===== src/rtl/gps_track_pkg.sv =====
// Shared types and helpers for the tracking correlator channel.
package gps_track_pkg;

    // Channel control FSM states.
    typedef enum logic [1:0] {
        StIdle,
        StArm,
        StIntegrate
    } corr_state_e;

    // Conventional tap roles.
    localparam int unsigned TAP_E = 0;
    localparam int unsigned TAP_P = 1;
    localparam int unsigned TAP_L = 2;

    // Add two sign-extended values and clamp to the symmetric range
    // +/-(2^(acc_w-1)-1). Operands are always far inside 64 bits, so the
    // raw sum cannot overflow.
    function automatic logic signed [63:0] sat_add(input logic signed [63:0] a,
                                                   input logic signed [63:0] b,
                                                   input int unsigned acc_w);
        logic signed [63:0] lim;
        logic signed [63:0] sum;
        logic signed [63:0] res;
        lim = (64'sd1 <<< (acc_w - 1)) - 64'sd1;
        sum = a + b;
        if (sum > lim) begin
            res = lim;
        end else if (sum < -lim) begin
            res = -lim;
        end else begin
            res = sum;
        end
        return res;
    endfunction

endpackage


===== src/rtl/corr_acc_lane.sv =====
// One tap's I/Q accumulator pair: clear, seed with a product, or add a
// product, always saturating.
module corr_acc_lane
    import gps_track_pkg::*;
#(
    parameter int unsigned IN_W  = 3,
    parameter int unsigned ACC_W = 24
) (
    input  logic                    CLK,
    input  logic                    RST,
    input  logic                    clear,
    input  logic                    seed,
    input  logic                    add,
    input  logic signed [IN_W-1:0]  sample,
    input  logic                    neg_i,
    input  logic                    neg_q,
    output logic signed [ACC_W-1:0] acc_i,
    output logic signed [ACC_W-1:0] acc_q
);

    logic signed [ACC_W-1:0] acc_i_q, acc_i_d;
    logic signed [ACC_W-1:0] acc_q_q, acc_q_d;
    logic signed [63:0]      ext, prod_i, prod_q, base_i, base_q, sum_i, sum_q;

    // Form the signed products and the next accumulator values.
    always_comb begin
        ext    = 64'(sample);
        prod_i = neg_i ? -ext : ext;
        prod_q = neg_q ? -ext : ext;
        // A seed restarts the sum from zero with this sample's product.
        base_i = seed ? 64'sd0 : 64'(acc_i_q);
        base_q = seed ? 64'sd0 : 64'(acc_q_q);
        sum_i  = sat_add(base_i, prod_i, ACC_W);
        sum_q  = sat_add(base_q, prod_q, ACC_W);
        acc_i_d = acc_i_q;
        acc_q_d = acc_q_q;
        if (clear) begin
            acc_i_d = '0;
            acc_q_d = '0;
        end else if (seed || add) begin
            acc_i_d = ACC_W'(sum_i);
            acc_q_d = ACC_W'(sum_q);
        end
    end

    // Accumulator registers.
    always_ff @(posedge CLK or posedge RST) begin
        if (RST) begin
            acc_i_q <= '0;
            acc_q_q <= '0;
        end else begin
            acc_i_q <= acc_i_d;
            acc_q_q <= acc_q_d;
        end
    end

    assign acc_i = acc_i_q;
    assign acc_q = acc_q_q;

endmodule


===== src/rtl/tracking_correlator.sv =====
// Multi-tap GNSS tracking correlator: epoch-aligned coherent integration
// over int_len code epochs with a single-entry dump register.
module tracking_correlator
    import gps_track_pkg::*;
#(
    parameter int unsigned N_TAPS = 3,
    parameter int unsigned IN_W   = 3,
    parameter int unsigned ACC_W  = 24,
    parameter int unsigned LEN_W  = 5
) (
    input  logic                     CLK,
    input  logic                     RST,
    input  logic                     enable,
    input  logic                     sample_valid,
    input  logic signed [IN_W-1:0]   data_in,
    input  logic [N_TAPS-1:0]        prn_taps,
    input  logic                     sin_sign,
    input  logic                     cos_sign,
    input  logic                     epoch,
    input  logic [LEN_W-1:0]         int_len,
    output logic                     dump_valid,
    input  logic                     dump_ready,
    output logic [N_TAPS*ACC_W-1:0]  dump_i,
    output logic [N_TAPS*ACC_W-1:0]  dump_q,
    output logic                     overrun
);

    corr_state_e             state_q, state_d;
    logic [LEN_W-1:0]        cnt_q, cnt_d;
    logic [LEN_W-1:0]        len_q, len_d;
    logic [LEN_W-1:0]        eff_len;
    logic [1:0]              run_q;
    logic                    run;
    logic                    acc_clear, acc_seed, acc_add, close;
    logic [N_TAPS*ACC_W-1:0] acc_i_flat, acc_q_flat;
    logic [N_TAPS*ACC_W-1:0] dump_i_q, dump_q_q;
    logic                    dump_valid_q, overrun_q;

    // Reset release is pushed through two flops so the FSM stays idle for
    // two edges after RST falls; assertion still takes effect immediately.
    always_ff @(posedge CLK or posedge RST) begin
        if (RST) begin
            run_q <= '0;
        end else begin
            run_q <= {run_q[0], 1'b1};
        end
    end
    assign run = run_q[1];

    // A zero integration length means a single epoch.
    assign eff_len = (int_len == '0) ? LEN_W'(1) : int_len;

    // Next-state, epoch counting and accumulator control.
    always_comb begin
        state_d   = state_q;
        cnt_d     = cnt_q;
        len_d     = len_q;
        acc_clear = 1'b0;
        acc_seed  = 1'b0;
        acc_add   = 1'b0;
        close     = 1'b0;
        if (!run || !enable) begin
            state_d   = StIdle;
            cnt_d     = '0;
            acc_clear = 1'b1;
        end else begin
            unique case (state_q)
                StIdle: begin
                    acc_clear = 1'b1;
                    state_d   = StArm;
                end
                StArm: begin
                    acc_clear = 1'b1;
                    if (epoch && sample_valid) begin
                        acc_clear = 1'b0;
                        acc_seed  = 1'b1;
                        len_d     = eff_len;
                        cnt_d     = '0;
                        state_d   = StIntegrate;
                    end
                end
                StIntegrate: begin
                    if (sample_valid) begin
                        if (epoch && (cnt_q == len_q - LEN_W'(1))) begin
                            // Closing epoch: its sample opens the next period.
                            close    = 1'b1;
                            acc_seed = 1'b1;
                            len_d    = eff_len;
                            cnt_d    = '0;
                        end else begin
                            acc_add = 1'b1;
                            if (epoch) begin
                                cnt_d = cnt_q + LEN_W'(1);
                            end
                        end
                    end
                end
                default: begin
                    state_d   = StIdle;
                    acc_clear = 1'b1;
                end
            endcase
        end
    end

    // FSM, counter and latched length registers.
    always_ff @(posedge CLK or posedge RST) begin
        if (RST) begin
            state_q <= StIdle;
            cnt_q   <= '0;
            len_q   <= LEN_W'(1);
        end else begin
            state_q <= state_d;
            cnt_q   <= cnt_d;
            len_q   <= len_d;
        end
    end

    // One accumulator lane per code tap.
    for (genvar k = 0; k < N_TAPS; k++) begin : g_lane
        corr_acc_lane #(
            .IN_W  (IN_W),
            .ACC_W (ACC_W)
        ) u_lane (
            .CLK    (CLK),
            .RST    (RST),
            .clear  (acc_clear),
            .seed   (acc_seed),
            .add    (acc_add),
            .sample (data_in),
            .neg_i  (prn_taps[k] ^ sin_sign),
            .neg_q  (prn_taps[k] ^ cos_sign),
            .acc_i  (acc_i_flat[k*ACC_W +: ACC_W]),
            .acc_q  (acc_q_flat[k*ACC_W +: ACC_W])
        );
    end

    // Dump register: load at close, release on handshake, flag overwrites.
    always_ff @(posedge CLK or posedge RST) begin
        if (RST) begin
            dump_i_q     <= '0;
            dump_q_q     <= '0;
            dump_valid_q <= 1'b0;
            overrun_q    <= 1'b0;
        end else begin
            if (close) begin
                dump_i_q     <= acc_i_flat;
                dump_q_q     <= acc_q_flat;
                dump_valid_q <= 1'b1;
                if (dump_valid_q && !dump_ready) begin
                    overrun_q <= 1'b1;
                end
            end else if (dump_valid_q && dump_ready) begin
                dump_valid_q <= 1'b0;
            end
        end
    end

    assign dump_valid = dump_valid_q;
    assign dump_i     = dump_i_q;
    assign dump_q     = dump_q_q;
    assign overrun    = overrun_q;

endmodule


===== config.mk =====
export PLATFORM = sky130hd
export DESIGN_NAME = tracking_correlator
export DESIGN_NICKNAME = d
export VERILOG_FILES = /design/src/rtl/gps_track_pkg.sv /design/src/rtl/corr_acc_lane.sv /design/src/rtl/tracking_correlator.sv
export SDC_FILE = /design/constraint.sdc
export NUM_CORES = 1
export LEC_CHECK = 0
export ABC_AREA = 1
export BUFFER_PORTS_ARGS = -buffer_cell sky130_fd_sc_hd__buf_2
export CELL_PAD_IN_SITES_DETAIL_PLACEMENT = 0
export CELL_PAD_IN_SITES_GLOBAL_PLACEMENT = 1
export CORE_ASPECT_RATIO = 0.75
export CORE_UTILIZATION = 25
export CTS_BUF_LIST = sky130_fd_sc_hd__clkbuf_4
export DETAILED_ROUTE_END_ITERATION = 6
export GPL_TIMING_DRIVEN = 0
export PLACE_DENSITY_LB_ADDON = 0.15
export SETUP_SLACK_MARGIN = 0.15
export SLEW_MARGIN = 0
export SYNTH_ARGS = -nofsm -noshare
export SYNTH_HDL_FRONTEND = slang
export SYNTH_SLANG_ARGS = --single-unit

===== constraint.sdc =====
create_clock -name CLK -period 11.05 [get_ports CLK]
set_clock_uncertainty 0.15 [all_clocks]
set_input_delay 1.105 -clock CLK [delete_from_list [all_inputs] [get_ports CLK]]
set_output_delay 1.105 -clock CLK [all_outputs]
set_load 0.005 [all_outputs]

==> flow_results.org, run 1 <==
** Worst setup path
- Data required time at the worst endpoint :: 11.77 ns
- Most numerous cell on the critical path :: nand2_1
- Critical Path Start :: len_q[0]
- STA classifies the critical path endpoint as a flop.
- Worst path arrival time :: 7.55 ns
- Critical Path Slowest Stage Cell :: clkbuf_1
- Kind of start point of the critical path :: flop
- Maximum fanout along the worst path :: 11
- The worst register-to-register path begins at len_q[0].
- The worst setup path is of the flop to flop kind.
- The largest single stage delay on the critical path is around 0.69 ns.

** Synth
- Ys async rst share :: 100%
- Mapped Nets :: 5489
- Post-synth EDFFs :: 0
- nand2_1 is the most common cell in the netlist.
- Post-synthesis share of cell area spent on xor and xnor gates :: under 10%
- Post-synthesis compound-gate area fraction :: just over 7%
- Post-synthesis share of cell area spent on and, or, nand and nor gates :: 44.4%
- Of all cell types, the one taking the most synthesized area is nand2_1.
- Netlist Area Pre-Place :: between 0.03 and 0.04 mm2
- Sorting the synthesized cells by how often they occur yields nand2_1 (2319), inv_1 (906), nor2_1 (490), dfrtp_1 (303), nand3_1 (257).
- By area the synthesized netlist is led by nand2_1 (29%), dfrtp_1 (25%), inv_1 (11%).
- Part of the Yosys area used for sequential elements :: about a quarter
- After synthesis, the largest family of logic cells by area is simple AND/OR/NAND/NOR gates.
- In the synthesized netlist, mux cells make up 0% of the area.
- The average instance in the mapped netlist occupies approximately 5.7 um2.
- Synth cell types :: 58
- Summed over its instances, the top area cell type makes up 28.7% of the synthesized netlist area.
- Synthesis produced a netlist whose cell count is between 5000 and 6000.
- Summing the areas of all fa, ha and maj instances in the mapped netlist gives roughly 7.5% of the synthesized area.
- For this run, the leading register cell type out of synthesis is dfrtp_1.
- Warnings, synthesis :: 0
- Synthesis inferred around 300 register bits.

** Final layout
- Final core area utilization :: 28.7%
- Total of fill cells in the finished design :: between 10000 and 15000
- Final instance area :: between 0.03 and 0.04 mm2
- The finished layout holds around 7300 standard cells, fillers aside.
- The final layout contains ~5800 nets.
- Area taken by multi-input logic gates :: between 0.015 and 0.02 mm2
- From synthesis to final layout, the design area changed by 13.9%.
- Cells with a size suffix above 1 make up 9.01% of the layout.
- Summing all flip-flop and latch instances after layout gives about 0.0076 mm2.

** Clock network
- In this run the post-CTS setup repair buffer count came out at 0.
- Counting the buffers created by CTS gives 94.
- The root buffer cell chosen for the clock tree is clkbuf_4.
- At the later pin of the worst-skew pair, clock insertion delay measures between 1 and 1.5 ns.
- Maximum root-to-sink buffer count :: 3
- Clock tree from TritonCTS :: done
- Once the clock tree was built, the resizer swapped 0 gates to a different size.
- Reg clk slew, reported paths :: ~0.06 ns
- The H-tree was split into 3 levels.
- CTS saw a little over 300 sinks.

** STA
- Number of slew-limit violations in the final report :: 0
- After layout, the worst path uses 61.9% of the clock period.
- Unrepaired setup endpoints after global routing :: no
- Based on the critical path, the design can be clocked at up to roughly 150 MHz.
- Period minus WS final :: 6.84 ns
- The hold violation total from the final report came to 0.
- Setup violations remaining at the end of the flow were counted as 0.
- For the final routed database, the setup TNS stands at 0 ns.
- At the pin with the least slew margin, the transition time is approximately 1.4 ns.
- Measured against its own limit, the worst slew margin works out to under 10%.

** Power and ir drop
- PD cells :: about 110 mW/mm2
- Combinational logic burns between 30% and 40% of the power.
- In this run, flip-flops and latches consume 30.9% of the power.
- For this design the static power due to leakage is ~0.020 uW.
- Across the VDD grid, the largest voltage drop is approximately 0.068 mV.
- Sw Share :: between 40% and 50%
- Internal power component :: 2160 uW
- Clock network fraction of design power :: approximately a third
- The completed layout was analyzed and its total power is 3730 uW.
- For this design the total switching power over the nets is 1570 uW.

** Placement
- Count of input and output buffers :: between 150 and 200
- After detailed placement, the total cell area comes to between 0.03 and 0.04 mm2.
- RePlAce Congestion :: 0.905
- Cells after DPL :: ~7100
- The wire-length estimate of the detail-placed layout is between 100 and 150 mm.

** Floorplan
- Die Span X :: 404 um
- Once the floorplan was initialized, standard cells occupied about a quarter of the core.
- In this run the standard cell core region covers between 0.1 and 0.15 mm2.
- I/O pin count :: 165
- After floorplanning, the core was divided into 110 placement rows.
- Chip height :: just over 300 um
- The floorplan step defined a die boundary enclosing ~0.12 mm2.

** Min path
- The tightest min-delay check is of the input port to flop type.
- Hold Crit Start :: int_len[4]

** Detailed routing
- The detailed router finished its first iteration with about 2100 violations.
- Via count of the routed design :: ~32000
- DRT antenna net count :: 0
- DRC violations left :: 0
- Router iterations before antenna repair :: 5
- The routed design has approximately 130 mm of wire.
- Dividing the detail-routed via count by the number of cells gives ~4.4.
- Routed wire per std cell :: between 15 and 20 um

** GRT
- For this run, the total global-route usage over all layers was measured as between 20 and 25%.
- The first global-routing pass estimated roughly 190 mm of wire.
- Total global routing overflow :: 0
- The initial antenna violation count came to 9.
- Maximum number of pins on one net before global-route repair :: 86
- The via count of the first global-routing pass is ~30000.

** Job
- The tool flagged a number of max-cap violations equal to 0.

** Run status
- Status :: completed
==> registers in the layout, summed over array words and instances, names as in the netlist <==
name,count
run_q,2
g_lane.u_lane.acc_i,72
dump_i,72
cnt_q,5
overrun,1
state_q,2
dump_valid,1
g_lane.u_lane.acc_q,72
dump_q,72
len_q,5
==> worst max-delay path: cells and delay by family (launching register included) <==
family	cells	cell delay [ns]
DFF	1	0.52
and+or+nand+nor	19	2.47
adders and majority gates	2	0.71
AOI/OAI and AO/OA	4	0.67
buffers and inverters	6	2.09
==> worst paths after layout <==
path | end | slack [ns] | cells after the start
max | g_lane[0].u_lane.acc_q[21] | 4.21 | 31
min | len_q[4] | 0.18 | 3
max reg2reg | g_lane[0].u_lane.acc_q[21] | 4.21 | 31
min reg2reg | run_q[1] | 0.19 | 0
max in group asynchronous | g_lane[2].u_lane.acc_i[14] | 9.37 | 4
min in group asynchronous | dump_i[37] | 0.55 | 3
==> per-stage QoR <==
stage               hold slack (ns)  setup slack [ns]
floorplan                     0.181              1.39
global placement              0.181             -3.60
detailed placement            0.190              3.95
CTS                          0.0245              4.14
global route                 0.0750              3.61
finish                        0.181              4.21
==> metal layers <==
layer  part of all wire (%)  vias to the layer above  global-route usage, %
met5                 0.0088                        -                      0
met4                    2.4                        2                   5.34
met3                    4.6                      150                   3.25
met2                     39                      661                   28.7
met1                     54                    14700                   31.7
li1                       -                    16700                      -
==> final cells by class <==
class | instances | share of cell area (%)
timing repair buffer | 170 | 2.71
inverter | 921 | 10.0
multi-input combinational | 3954 | 53.5
sequential | 304 | 22.0
tap | 1624 | 5.89
clock inverter | 34 | 0.674
buffer | 114 | 2.24
antenna | 8 | 0.0580
clock buffer | 131 | 2.85
==> what timing repair did <==
item                                   in CTS  in global routing
endpoints found under the hold margin      68                  0
hold buffers                                2                  0
setup endpoints to repair                   0                  0
==> power by group through the flow <==
stage          logic, uW  clock network, uW  registers [uW]
2_1_floorplan        971                  0            1170
3_3_place_gp        1360                  0            1180
3_5_place_dp        1360                  0            1170
4_1_cts             1360               1290            1150
5_1_grt             1550               1350            1160
6_report            1360               1220            1150
==> cell families (layout without fill, tap and decap cells) <==
family	Yosys count	after routing
simple gates	3306	3306
buf+inv	1035	1370
other cells	1	9
compound gates	406	406
flops	304	304
fa+ha+maj	177	177
xor+xnor	64	64
==> cells in the final DEF, fill, tap and decap left out, types with 6 or more instances in the layout <==
| cell | synthesis | layout |
|---|---|---|
| a21oi_1 | 132 | 132 |
| a21oi_2 | 6 | 6 |
| buf_1 | 8 | 8 |
| buf_12 | 6 | 6 |
| buf_2 | 22 | 186 |
| buf_4 | 21 | 21 |
| buf_6 | 10 | 11 |
| clkbuf_1 | 41 | 38 |
| clkbuf_4 | 0 | 131 |
| clkinv_1 | 3 | 22 |
| clkinv_2 | 0 | 8 |
| dfrtp_1 | 303 | 303 |
| diode_2 | 0 | 8 |
| fa_1 | 6 | 6 |
| ha_1 | 171 | 171 |
| inv_1 | 906 | 905 |
| inv_2 | 12 | 12 |
| nand2_1 | 2319 | 2319 |
| nand2_2 | 48 | 48 |
| nand3_1 | 257 | 257 |
| nand3_2 | 11 | 11 |
| nand3b_1 | 34 | 34 |
| nand4_1 | 69 | 69 |
| nor2_1 | 490 | 490 |
| nor2_2 | 21 | 21 |
| nor3_1 | 26 | 25 |
| o21ai_0 | 220 | 220 |
| o21ai_1 | 9 | 9 |
| o21bai_1 | 12 | 12 |
| or2_2 | 6 | 6 |
| xnor2_1 | 34 | 34 |
| xor2_1 | 30 | 30 |
Note: power is estimated with default switching activity, not from simulation.
==> run 2: changes to the inputs <==
==> constraint.sdc (replaced) <==
create_clock -name CLK -period 5.92 [get_ports CLK]
set_clock_uncertainty 0.15 [all_clocks]
set_input_delay 0.592 -clock CLK [delete_from_list [all_inputs] [get_ports CLK]]
set_output_delay 0.592 -clock CLK [all_outputs]
set_load 0.005 [all_outputs]
==> run 2 against run 1 <==
Effect of this change: cell count grew 0.39%; sequential cell count is the same; non-clock buffer count grew 26; global-route usage shrank 0.15 points; cell area grew 1.8%; sequential power grew 87%; combinational power grew 90%; highest routed layer unchanged; maximum frequency grew 26%; utilization grew 0.51 points; critical path depth grew 6; routed wire length is essentially flat; total power grew 86%.
==> flow_results.org, run 2 (synthesis gave the netlist of run 1 again) <==
** Clock network
- Clock root buffer :: clkbuf_4
- The register clock-pin slew on the reported worst setup and hold paths is 0.07 ns (about the same).
- The H-tree depth came to 3 (unchanged).
- The clock network latency to the later pin of the worst-skew pair is 1.04 ns (-0.05 ns).
- CTS Buf Count :: 91 (-3.2%)
- Clock tree from TritonCTS :: done
- The number of clock sinks seen by CTS came to 304 (unchanged).
- The buffer depth of the longest clock path was 3 (unchanged).

** Worst setup path
- Critical Path Slowest Stage Cell :: dfstp_2
- Reg2Reg Setup Slack :: 0.51 ns (-3.71 ns)
- The worst endpoint data arrival time was 6.18 ns (-1.37 ns).
- Crit end category :: flop
- Most numerous cell on the critical path :: nand2_1
- The maximum fanout count along the critical path was 10 (-1).
- The most critical setup path has its endpoint at g_lane[2].u_lane.acc_q[7].
- Critical Path Start :: len_q[0]
- The highest cell delay on the worst timing path came to 0.51 ns (-0.18 ns).
- In this run the critical register-to-register path is captured at g_lane[2].u_lane.acc_q[7].
- The critical path is of the flop to flop type.
- Data required time at the worst endpoint :: 6.69 ns (-5.08 ns)
- The count of buffer and inverter cells on the critical path was 7 (+1).
- Kind of cell adding the most delay to the critical path :: simple AND/OR/NAND/NOR gates
- Kind of start point of the critical path :: flop
- Reg2reg start :: len_q[0]
- Logic depth of the worst setup path including buffers :: 37 (+19%)
- The depth of the worst register-to-register path came to 37 (+19%).

** Floorplan
- The starting utilization of the core area is 25.2% (unchanged).
- The floorplan row count was 110 (unchanged).
- The placeable core area was 0.120 mm2 (unchanged).
- I/O pin count :: 165 (unchanged)
- Die area :: 0.123 mm2 (unchanged)
- Chip height :: 304 um (unchanged)
- The die boundary width is 404 um (unchanged).

** STA
- The hold violation total from the final report is 0 (unchanged).
- Unrepaired setup endpoints after global routing :: yes
- The number of failing setup endpoints in the final timing report was 0 (unchanged).
- Period minus WS final :: 5.41 ns (-1.42 ns)
- The final-report max-slew violation count came to 0 (unchanged).
- Transition time at the pin with the least slew margin :: 0.975 ns (-0.466 ns)
- Final cycle utilization of the critical path :: 91.4% (+30 points)
- The worst max-slew margin expressed relative to the limit is 35.0% (+31 points).
- The upper clock frequency limit came to 185 MHz (+26%).

** Power and ir drop
- The share of power burned in combinational logic is 37.2% (+0.8 points).
- The net switching share of the total power is 42.1% (+0.12 points).
- PD cells :: 198 mW/mm2 (+83%)
- The overall power of the completed layout was 6950 uW (+86%).
- The register share of total power was 31.0% (about the same).
- The maximum vdd drop was 0.116 mV (+70%).
- Internal power component :: 4030 uW (+86%)
- The switching power came to 2930 uW (+87%).
- Clock network fraction of design power :: 31.8% (-0.9 points)
- Static leakage :: 0.0205 uW (+1.2%)

** Final layout
- Final instance area :: 0.0351 mm2 (+1.8%)
- Net total in the final layout :: 5778 (+0.40%)
- Area taken by multi-input logic gates :: 0.0187 mm2 (+1.3%)
- The library cell used most frequently in the layout, excluding fill and tap cells, is nand2_1.
- The storage element area is 0.00761 mm2 (unchanged).
- Commonest cells after routing, fill and taps aside :: nand2_1 (2301), inv_1 (904), nor2_1 (473)
- The fraction of layout instances using a drive strength above 1 came to 10.5% (+1.5 points).
- Total of fill cells in the finished design :: 14000 (-0.15%)
- Compared with the post-synthesis result, the final layout area differs by 15.9%.

** GRT
- Number of global-route vias before repair :: 30200 (-1.1%)
- The met1 capacity usage during global routing was 31.6% (-0.034 points).
- Global route hottest layer :: met1
- Antenna violations before repair :: 12 (+3)
- Total global routing overflow :: 0 (unchanged)
- Maximum number of pins on one net before global-route repair :: 39 (-55%)
- The all-layer global routing usage is 20.3% (-0.15 points).
- First-pass GRT wire length :: 189 mm (-0.32%)
- The global routing met2 resource utilization came to 28.9% (+0.17 points).
- The met3 track demand over resource was 3.06% (-0.18 points).

** Detailed routing
- The wire length per cell after detailed routing came to 17.2 um (-0.37%).
- Wirelength, routed :: 125 mm (about the same)
- The number of search-and-repair iterations in the first detailed-routing pass came to 5 (unchanged).
- Via count of the routed design :: 32100 (-0.24%)
- The DRC violation count after routing came to 0 (unchanged).
- The number of violations reported at the end of detailed-routing iteration 0 was 2219 (+4.6%).
- Detailed-route vias per instance :: 4.41 (-0.63%)
- The post-route antenna net violation count is 0 (unchanged).

** Job
- The number of max-cap violations came to 0 (unchanged).

** Min path
- Hold Path Stages :: 3 (unchanged)
- Worst min path class :: input port to flop
- The worst hold path begins at dump_ready.

** Placement
- The global placer's final weighted congestion was 0.907 (+0.20%).
- Count of input and output buffers :: 164 (unchanged)
- The sum of net half-perimeters after detailed placement is 102 mm (+0.36%).
- The area of placed instances was 0.0334 mm2 (+0.27%).

** Run status
- Status :: completed
## run 2: tightest hold or removal path, stage by stage
cell and delay [ns]:
dlygate4sd3_1 0.52, buf_2 0.11, o31ai_1 0.06
## run 2: through the flow
stage / cells / worst slack (ns) / setup TNS [ns] / util (%) / hold WS (ns)
2_1_floorplan: 5293 / 1.14 / 0 / - / 0.181
3_3_place_gp: 7081 / -1.54 / -524.31 / 27.6 / 0.182
3_5_place_dp: 7091 / -0.980 / -93.30 / 27.8 / 0.190
4_1_cts: 7270 / 0.156 / 0 / 28.9 / 0.00265
5_1_grt: 7287 / 0.113 / 0 / 29.2 / 0.0287
6_report: 7288 / 0.506 / 0 / 29.2 / 0.134
## run 2: power groups by stage
| stage | Clock [uW] | Combinational (uW) | Sequential, uW |
|---|---|---|---|
| after CTS | 2330 | 2560 | 2150 |
| final | 2210 | 2590 | 2150 |
| after floorplan | 0 | 1810 | 2190 |
| after global routing | 2430 | 2930 | 2160 |
| after detailed placement | 0 | 2530 | 2190 |
| after global placement | 0 | 2540 | 2190 |
## run 2: what timing repair did
action                                 in CTS  in global routing
pin swaps                                   0                  5
endpoints found under the hold margin     103                  0
buffers inserted                            0                  8
setup endpoints to repair                 142                138
resized for setup                          31                 96
hold buffers                               14                  0
## run 2: area by class of cell
class	instances	share of cell area, %
diodes	10	0.0712
flip-flops and latches	304	21.7
clock inverters	27	0.402
clock buffers	138	2.95
repair buffers	196	3.44
well taps	1624	5.78
plain buffers	114	2.56
inverters	921	9.89
multi-input cells	3954	53.3
## run 2: worst min path at each step
stage               endpoint  slack (ns)
floorplan           run_q[1]        0.18
global placement    run_q[1]        0.18
detailed placement  run_q[1]        0.19
CTS                  overrun       0.003
global route         overrun        0.03
finish               overrun        0.13
## run 2: metal layers
metal	wire length [um]	vias to the layer above
met5	14	-
met1	68400	14600
met3	5330	116
li1	-	16800
met2	49100	598
met4	2260	2
==> run 3: changes to the inputs <==
--- a/config.mk
+++ b/config.mk
@@ -10,7 +10,7 @@
 export CELL_PAD_IN_SITES_DETAIL_PLACEMENT = 0
 export CELL_PAD_IN_SITES_GLOBAL_PLACEMENT = 1
 export CORE_ASPECT_RATIO = 0.75
-export CORE_UTILIZATION = 25
+export CORE_UTILIZATION = 34
 export CTS_BUF_LIST = sky130_fd_sc_hd__clkbuf_4
 export DETAILED_ROUTE_END_ITERATION = 6
 export GPL_TIMING_DRIVEN = 0
==> run 3 against run 2 <==
Effect of this change: cell area decreased by 2.2%; sequential cell count unchanged; count of clock-buffer cells in the layout decreased by 22; total power decreased by 3.8%; critical endpoint is now g_lane[2].u_lane.acc_i[20]; largest cell class unchanged; highest routed layer unchanged.
==> flow_results.org, run 3 (synthesis gave the netlist of run 1 again) <==
** Worst setup path
- The minimum setup slack among reg-to-reg paths was 0.37 ns (-0.13 ns).
- The worst setup path is captured at a flop.
- Data required time at the worst endpoint :: 6.53 ns (-0.16 ns)
- In this run the critical register-to-register path is captured at g_lane[2].u_lane.acc_i[20].
- The setup path with the least slack is of type flop to flop.
- Kind of start point of the critical path :: flop
- The startpoint identified for the worst register-to-register timing path is len_q[0].
- Slowest cell delay on critical path :: 0.51 ns (about the same)
- Worst path arrival time :: 6.15 ns (-0.03 ns)
- Critical Path Slowest Stage Cell :: dfstp_2
- Maximum fanout along the worst path :: 10 (unchanged)
- The depth of the worst register-to-register path came to 29 (-22%).
- The cell that appears most often on the critical path is nand2_1.

** Detailed routing
- Detailed-route vias per instance :: 4.76 (+8.1%)
- The wire length per cell after detailed routing was 16.8 um (-1.9%).
- Wirelength, routed :: 114 mm (-8.7%)
- DRT antenna net count :: 0 (unchanged)
- Router iterations before antenna repair :: 6 (+1)
- Starting DRC count in detailed routing :: 2757 (+24%)
- Via count of the routed design :: 32300 (+0.68%)
- The DRC violation count after routing came to 0 (unchanged).

** Placement
- RePlAce Congestion :: 0.941 (+3.8%)
- The number of instances in the placed design came to 6618 (-6.7%).
- Pre-CTS setup slack :: -0.546 ns (+0.434 ns)
- Count of input and output buffers :: 164 (unchanged)
- Dpl hpwl :: 91.6 mm (-10%)

** Floorplan
- Initial standard-cell utilization of the core :: 34.4% (+9.2 points)
- The I/O pin total came to 165 (unchanged).
- Die Span X :: 347 um (-14%)
- The placeable core area came to 0.0880 mm2 (-27%).
- The floorplan die area was 0.0903 mm2 (-26%).
- The floorplan row count was 94 (-15%).
- Chip height :: 261 um (-14%)

** Min path
- Worst min path class :: input port to flop
- The worst hold path terminates at cnt_q[2].
- In this run the most critical hold path is launched from sample_valid.
- Hold Path Stages :: 5 (+2)

** STA
- The slew at the pin closest to its max-slew limit is 1.45 ns (+0.471 ns).
- The final-report max-slew violation count came to 0 (unchanged).
- The ratio of final minimum period to clock period came to 93.7% (+2.2 points).
- The post-route minimum period came to 5.55 ns (+0.132 ns).
- Setup repair after global routing could not meet its margin everywhere.
- The upper clock frequency limit came to 180 MHz (-2.4%).
- The worst max-slew margin expressed relative to the limit is 3.59% (-31 points).
- Hold Vio Cnt, Final :: 0 (unchanged)
- Final worst-path setup slack :: 0.374 ns (-0.132 ns)
- Setup violators final :: 0 (unchanged)

** Power and ir drop
- Static leakage :: 0.0203 uW (-0.63%)
- The power per standard cell area is 195 mW/mm2 (-1.6%).
- The overall power of the completed layout was 6690 uW (-3.8%).
- Peak supply drop :: 0.130 mV (+12%)

** Final layout
- Final core area utilization :: 39.1% (+9.8 points)
- The top cell types in the final layout, fill and taps aside, are nand2_1 (2302), inv_1 (904), nor2_1 (476).
- From synthesis to final layout, the design area changed by 13.4%.
- The non-filler instance count after layout is 6785 (-6.9%).
- Net total in the final layout :: 5768 (-0.17%)
- Share of layout cells above drive strength 1 :: 10.3% (-0.18 points)
- Leaving out fill and tap cells, the most frequent cell in the layout is nand2_1.

** GRT
- The via count of the first global-routing pass is 29400 (-2.6%).
- The first-pass GRT wire length came to 175 mm (-7.5%).
- The aggregate global routing overflow came to 0 (unchanged).
- The largest net degree at the start of global routing came to 39 (unchanged).
- Antenna violations before repair :: 6 (-6)
- The all-layer global routing usage came to 24.9% (+4.6 points).

** Clock network
- The H-tree depth was 3 (unchanged).
- Clock tree from TritonCTS :: done
- The register clock-pin slew on the reported worst setup and hold paths was 0.07 ns (about the same).
- The number of clock sinks seen by CTS came to 304 (unchanged).
- Maximum root-to-sink buffer count :: 3 (unchanged)
- Worst-skew pair later-pin latency :: 0.91 ns (-0.13 ns)
- Clock root buffer :: clkbuf_4
- The number of buffers inserted during clock tree synthesis is 87 (-4.4%).

** Run status
- The run finished with clean final reports.

** Job
- The number of max-cap violations came to 0 (unchanged).
[run 3: worst max-delay path by stage]
stage	slack, ns	endpoint	startpoint	cells after the start
3_5_place_dp	-0.55	g_lane[0].u_lane.acc_q[21]	len_q[0]	31
3_3_place_gp	-1.20	dump_q[18]	RST	2
5_1_grt	0.13	g_lane[0].u_lane.acc_q[21]	len_q[0]	37
6_report	0.37	g_lane[2].u_lane.acc_i[20]	len_q[0]	29
2_1_floorplan	1.14	cnt_q[0]	RST	1
4_1_cts	0.19	g_lane[0].u_lane.acc_q[21]	len_q[0]	31
[run 3: where the power goes]
part	internal (uW)	switching, uW
clock	911	1060
combinational	798	1760
sequential	2130	27.7
[run 3: layout make-up]
type	count	area, um2
repair inverters	1	6.26
diodes	4	10.0
fillers	10200	53600
repair buffers	189	1140
clock buffers	116	871
well taps	1152	1440
clock inverters	30	136
flip-flops and latches	304	7610
plain buffers	114	918
multi-input cells	3954	18800
inverters	921	3470
[run 3: per-stage QoR]
stage | instance area [um2] | TNS [ns] | hold WS (ns)
after global routing | 34400 | 0 | 0.117
after detailed placement | 32800 | -52.14 | 0.194
after CTS | 33900 | 0 | 0.0150
after floorplan | 30300 | 0 | 0.181
final | 34400 | 0 | 0.122
after global placement | 32600 | -395.64 | 0.191
[run 3: metal layers]
| metal | track usage [%] | routed length (um) | up-vias |
|---|---|---|---|
| met5 | 0 | 33 | - |
| met4 | 5.05 | 2090 | 2 |
| met3 | 3.87 | 6670 | 116 |
| met2 | 35.1 | 44300 | 797 |
| met1 | 39.1 | 61100 | 14700 |
| li1 | - | - | 16700 |
[run 3: what timing repair did]
item	4_1_cts	5_1_grt
gates resized for setup	21	127
buffers inserted	0	5
endpoints found under the setup margin	138	138
gates cloned	0	1
hold endpoints to repair	100	0
pin swaps	0	3
hold buffers	11	0
[run 3: critical path, delay by kind of cell (launching register included)]
kind	cells	cell delay (ns)
AO/OA/AOI/OAI	8	1.60
adder cells (fa/ha/maj)	2	0.69
buffers and inverters	6	1.06
AND/OR/NAND/NOR	13	1.40
flip-flops	1	0.51
